[src/rtl/cache_mem_pkg.sv]
// Types and sizes shared by the cache and its memory-side responder.
package cache_mem_pkg;

    localparam int ADDR_W          = 8;
    localparam int DATA_W          = 8;
    localparam int BLOCK_W         = 32;
    localparam int WORDS_PER_BLOCK = 4;
    localparam int OFF_W           = $clog2(WORDS_PER_BLOCK);
    localparam int MEM_DEPTH       = 1 << ADDR_W;
    localparam int CNT_W           = 4;

    typedef enum logic [2:0] {
        IDLE,
        READ_WAIT,
        READ_RESP,
        WRITE_WAIT,
        WRITE_RESP,
        RELEASE
    } mem_state_t;

    // Counter preload so that the response lands exactly LAT edges after acceptance.
    function automatic logic [CNT_W-1:0] lat_load(input int lat);
        return CNT_W'(lat - 1);
    endfunction

endpackage

[src/rtl/mem_byte_array.sv]
// 256x8 byte store: reset image mem[i]=i, one synchronous byte write port and
// a combinational 4-byte block read port.
module mem_byte_array
    import cache_mem_pkg::*;
(
    input  logic                    clk,
    input  logic                    rst,
    input  logic                    wr_en_i,
    input  logic [ADDR_W-1:0]       wr_addr_i,
    input  logic [DATA_W-1:0]       wr_data_i,
    input  logic [ADDR_W-OFF_W-1:0] rd_block_i,
    output logic [BLOCK_W-1:0]      rd_block_data_o
);

    logic [DATA_W-1:0] mem_q [MEM_DEPTH];

    always_ff @(posedge clk or negedge rst) begin
        if (!rst) begin
            for (int i = 0; i < MEM_DEPTH; i++) begin
                mem_q[i] <= DATA_W'(i);
            end
        end else if (wr_en_i) begin
            mem_q[wr_addr_i] <= wr_data_i;
        end
    end

    // Lane k carries the byte at offset k within the block.
    generate
        for (genvar gi = 0; gi < WORDS_PER_BLOCK; gi++) begin : g_lane
            assign rd_block_data_o[gi*DATA_W +: DATA_W] = mem_q[{rd_block_i, OFF_W'(gi)}];
        end
    endgenerate

endmodule

[src/rtl/cache_main_memory.sv]
// Memory-side responder for the cache: block reads and byte write-through
// writes with programmable latency, one response per accepted request.
module cache_main_memory
    import cache_mem_pkg::*;
#(
    parameter int READ_LATENCY  = 4,
    parameter int WRITE_LATENCY = 2
) (
    input  logic               clk,
    input  logic               rst,
    input  logic               MRead_request,
    input  logic               MWrite_request,
    input  logic [ADDR_W-1:0]  MAddress,
    input  logic [DATA_W-1:0]  MWrite_data,
    output logic               MRead_ready,
    output logic [BLOCK_W-1:0] MRead_data,
    output logic               MWrite_done
);

    mem_state_t         state_q, state_d;
    logic [CNT_W-1:0]   cnt_q, cnt_d;
    logic [ADDR_W-1:0]  addr_q, addr_d;
    logic [DATA_W-1:0]  wdata_q, wdata_d;
    logic [BLOCK_W-1:0] rdata_q, rdata_d;
    logic               mem_we;
    logic [BLOCK_W-1:0] block_data;

    mem_byte_array u_array (
        .clk             (clk),
        .rst             (rst),
        .wr_en_i         (mem_we),
        .wr_addr_i       (addr_q),
        .wr_data_i       (wdata_q),
        .rd_block_i      (addr_q[ADDR_W-1:OFF_W]),
        .rd_block_data_o (block_data)
    );

    always_ff @(posedge clk or negedge rst) begin
        if (!rst) begin
            state_q <= IDLE;
            cnt_q   <= '0;
            addr_q  <= '0;
            wdata_q <= '0;
            rdata_q <= '0;
        end else begin
            state_q <= state_d;
            cnt_q   <= cnt_d;
            addr_q  <= addr_d;
            wdata_q <= wdata_d;
            rdata_q <= rdata_d;
        end
    end

    always_comb begin
        state_d = state_q;
        cnt_d   = cnt_q;
        addr_d  = addr_q;
        wdata_d = wdata_q;
        rdata_d = rdata_q;
        mem_we  = 1'b0;
        case (state_q)
            IDLE: begin
                // Write wins so a write-through byte lands before any aliasing read.
                if (MWrite_request) begin
                    state_d = WRITE_WAIT;
                    addr_d  = MAddress;
                    wdata_d = MWrite_data;
                    cnt_d   = lat_load(WRITE_LATENCY);
                end else if (MRead_request) begin
                    state_d = READ_WAIT;
                    addr_d  = MAddress;
                    cnt_d   = lat_load(READ_LATENCY);
                end
            end
            READ_WAIT: begin
                if (cnt_q == '0) begin
                    state_d = READ_RESP;
                    rdata_d = block_data;
                end else begin
                    cnt_d = cnt_q - 1'b1;
                end
            end
            READ_RESP: state_d = RELEASE;
            WRITE_WAIT: begin
                if (cnt_q == '0) begin
                    state_d = WRITE_RESP;
                    mem_we  = 1'b1;
                end else begin
                    cnt_d = cnt_q - 1'b1;
                end
            end
            WRITE_RESP: state_d = RELEASE;
            RELEASE: begin
                // Wait for the requester to drop so a held request is not serviced twice.
                if (!MRead_request && !MWrite_request) begin
                    state_d = IDLE;
                end
            end
            default: state_d = IDLE;
        endcase
    end

    assign MRead_ready = (state_q == READ_RESP);
    assign MWrite_done = (state_q == WRITE_RESP);
    assign MRead_data  = rdata_q;

endmodule
[config.mk]
export PLATFORM = sky130hd
export DESIGN_NAME = cache_main_memory
export DESIGN_NICKNAME = d
export VERILOG_FILES = /design/src/rtl/cache_mem_pkg.sv /design/src/rtl/mem_byte_array.sv /design/src/rtl/cache_main_memory.sv
export SDC_FILE = /design/constraint.sdc
export NUM_CORES = 2
export LEC_CHECK = 0
export ABC_CLOCK_PERIOD_IN_PS = 5200
export CAP_MARGIN = 20
export CORE_MARGIN = 2
export CORE_UTILIZATION = 58
export CTS_BUF_LIST = sky130_fd_sc_hd__clkbuf_8 sky130_fd_sc_hd__clkbuf_16
export CTS_CLUSTER_DIAMETER = 100
export DETAILED_ROUTE_END_ITERATION = 10
export PLACE_DENSITY = 0.76
export SLEW_MARGIN = 30
export SYNTH_ARGS = -nofsm -noshare
export SYNTH_HDL_FRONTEND = slang
export SYNTH_HIERARCHICAL = 1
export SYNTH_SLANG_ARGS = --single-unit
[constraint.sdc]
create_clock -name clk -period 5.2 [get_ports clk]
set_clock_uncertainty 0.1 [all_clocks]
set_input_delay 0.78 -clock clk [delete_from_list [all_inputs] [get_ports clk]]
set_output_delay 0.78 -clock clk [all_outputs]
set_load 0.03 [all_outputs]
==> metrics.yaml <==
cts:
  cts_resized: 0
  htree_levels: 4
  cts.sinks: 2103
  clk_latency_ps: 850
  cts_tree: "yes"
  clk_path_buf_depth: 3
  post_cts_buffers: 0
  clkTransAtPathRegs_ps: 60
  cts_hold_buf: 1
  clockRootBuffer: "clkbuf_16"
  cts-buffers-inserted: 212
place:
  hpwl_um: 165000
  io_buffers: 53
  place.gp.congestion: 0.851
power:
  power_density_mw_per_mm2: 443
  net-switching-power_w: 0.0175
  clockPowerShare_pct: 31.9
  p_leak_nw: 47.4
  swShare_pct: 36.7
  power.internal_w: 0.0302
  power_frac_comb_pct: 29.3
  peakVddDrop_mv: 0.509
  pwr-share-seq_pct: 38.8
synthesis:
  synth-seq-cells: 2103
  synth_top_area_share_pct: 27.7
  synth_flop_cell: "dfrtp_1"
  async_reset_ff_share_pct: 100
  yosysSeqAreaShare_pct: 55.3
  synth.distinct_cells: 74
  synth_edf_count: 0
  syn_area_mm2: 0.0975
  yosysWarnings: 6
  synth_fp_nets: 6104
  synth_area_leaders: "dfrtp_1, dfstp_2, mux2_2"
  syn_avg_cell_area_um2: 16.0
  synth_top_cell_by_area: "dfrtp_1"
  postSynthCellCount: 6082
grt:
  grt_pass1_vias: 58600
  grt_antenna_before_repair: 11
  grt_use_total_pct: 30.6
  grt_pass1_wl_um: 390000
  grt_max_degree: 225
  grt.overflow.total: 0
floorplanning:
  start_util_pct: 58.4
  die_area_mm2: 0.171
  pin_count: 54
  rows: 150
  dieHeight_um: 414
  core-area_mm2: 0.167
  die_width_um: 414
timing:
  hold_slack_ps: 390
  rsz0062_at_grt: "no"
  layout_min_cycle_time_ps: 4030
  slew_headroom_pct: 24.2
  setup_viol: 0
  timing.final.crit_share_pct: 77.4
  fin_setup_tns_ps: 0
  tightest_slew_ps: 1140
  hold_viol: 0
  final_max_slew_viol_count: 0
  max_freq_mhz: 248
detailed_routing:
  drt_iter0_drc: 5095
  drcViolationCount: 0
  drtAntennaViolNets: 0
  wl_um: 258000
  num_vias: 56100
  dr.pass1.iters: 5
  viasPerCell: 6.62
  post_drt_wl_per_cell_um: 30.5
final_layout:
  drive_gt1_share_pct: 69.2
  layout.nets: 6104
  area_growth_pct: 10.5
  fillers: 11600
critical_path:
  r2r_cells: 8
  r2r-end: "MRead_data[26]"
  max_stage_delay_ps: 970
  crit_arrival_ps: 4670
  regToRegSetupSlack_ps: 1170
  required_ps: 5840
  path_class: "reg -> reg"
  path_cells: "buf_12, buf_12, mux4_2, a22o_1, a221oi_1, a221oi_1, buf_4, mux2_4"
  worstSetupStartpointType: "register"
  endpoint_kind: "register"
  crit_fanout: 56
  worst_path_max_delay_cell: "dfrtp_4"
  path_delay_family: "compound AO/OA/AOI/OAI gates"
  rr_startpoint: "addr_q[3]"
  crit_buf_inv: 3
min_path:
  hold_start: "u_array/mem_q[534]"
  min_path_type: "reg -> reg"
  whs_endpoint: "u_array/mem_q[534]"
  min_path_cells: 1
status:
  status: "completed"
run:
  max_cap_viol_count: 0
layer usage:
layer  vias to the layer above  share of wire, %  track usage [%]
met5                         -             0.024                0
met4                         8               3.7             10.8
met3                       460               6.9             6.01
met2                      1869                47             46.8
met1                     30900                43             44.1
li1                      22800                 -                -
Yosys cell counts (all sizes together) (4+ instances only):
master	number
inv	7
nand2	133
nor3	18
nand2b	18
nor2	222
mux4	485
o22ai	75
o221ai	24
and2	8
nor2b	41
a2111oi	9
buf	150
nand3	27
or2	5
a22oi	31
a22o	35
dfstp	1024
o22a	4
dfrtp	1079
o21ai	8
a221oi	53
mux2	2126
and3	11
mux2i	88
a211oi	22
nor4	6
a21oi	18
clkbuf	307
placed cells by master (no fill, tap or decap), types with 7 or more instances in the layout:
cell             count
o221ai_1            24
nand2_2              7
mux4_1              13
inv_1               81
dfrtp_4             12
a221oi_1            53
dfrtp_1           1065
mux2_4              30
buf_12              40
mux4_2             472
dfstp_2           1024
a21oi_1             18
nor3_1              15
o22ai_1             75
clkdlybuf4s50_1     52
nor2_4              41
a22oi_1             31
mux2_2            2084
nand3_1             25
buf_4              145
a211oi_1            21
nor2_1              62
mux2_1              12
clkbuf_16          213
a22o_1              35
clkinv_8             7
and2_1               7
nor2b_1             38
clkinv_2            32
nor2_2             119
and3_1              11
clkbuf_8            62
nand2b_1            17
mux2i_1             88
nand2_1            126
o21ai_0              7
registers in the layout, indices dropped and copies added, names as in the netlist:
register       flops
MRead_data        32
addr_q             8
cnt_q              4
state_q            3
u_array/mem_q   2048
wdata_q            8
power groups by stage:
stage          sequential [W]  combinational [W]  clock [W]
4_1_cts                0.0185             0.0137     0.0155
2_1_floorplan          0.0179            0.00851          0
5_1_grt                0.0186             0.0144     0.0161
3_3_place_gp           0.0187             0.0135          0
6_report               0.0185             0.0139     0.0152
3_5_place_dp           0.0187             0.0137          0
cell type report:
cell class                 instances  area, um2  share of cell area (%)
inverter                           7       26.3                  0.0244
sequential                      2103      54000                    50.1
antenna                            2       5.00                 0.00465
timing repair buffer             243       2540                    2.36
clock inverter                   130        942                   0.875
clock buffer                     275       6180                    5.74
tap                             2204       2760                    2.56
multi-input combinational       3515      41300                    38.3
kinds of logic after synthesis:
kind of cell / Yosys count / synth area share [%]
adders and majority gates: 2 / 0.0257
AOI/OAI and AO/OA: 305 / 2.40
DFF: 2103 / 55.3
muxes: 2699 / 36.8
and+or+nand+nor: 509 / 2.98
buffers and inverters: 464 / 2.45
worst max path at each step:
| stage | startpoint | to | slack (ps) | cells past startpoint |
|---|---|---|---|---|
| after detailed placement | addr_q[3] | MRead_data[26] | 1240 | 8 |
| after global routing | addr_q[3] | MRead_data[27] | 1150 | 8 |
| after global placement | cnt_q[0] | u_array/mem_q[1445] | 1030 | 8 |
| final | addr_q[3] | MRead_data[26] | 1170 | 8 |
| after floorplan | cnt_q[0] | u_array/mem_q[1412] | 2360 | 11 |
| after CTS | addr_q[3] | MRead_data[26] | 1230 | 8 |
through the flow:
stage / std cells / total power, W / instance area [um2] / setup slack [ps] / utilization (%)
6_report: 8479 / 0.0477 / 108000 / 1170 / 64.5
2_1_floorplan: 6082 / 0.0264 / 97500 / 2360 / -
5_1_grt: 8477 / 0.0491 / 108000 / 1150 / 64.5
4_1_cts: 8474 / 0.0476 / 108000 / 1230 / 64.4
3_5_place_dp: 8068 / 0.0324 / 100000 / 1240 / 60.1
3_3_place_gp: 8068 / 0.0322 / 100000 / 1030 / 60.1
Power figures use the tool's default switching activity.
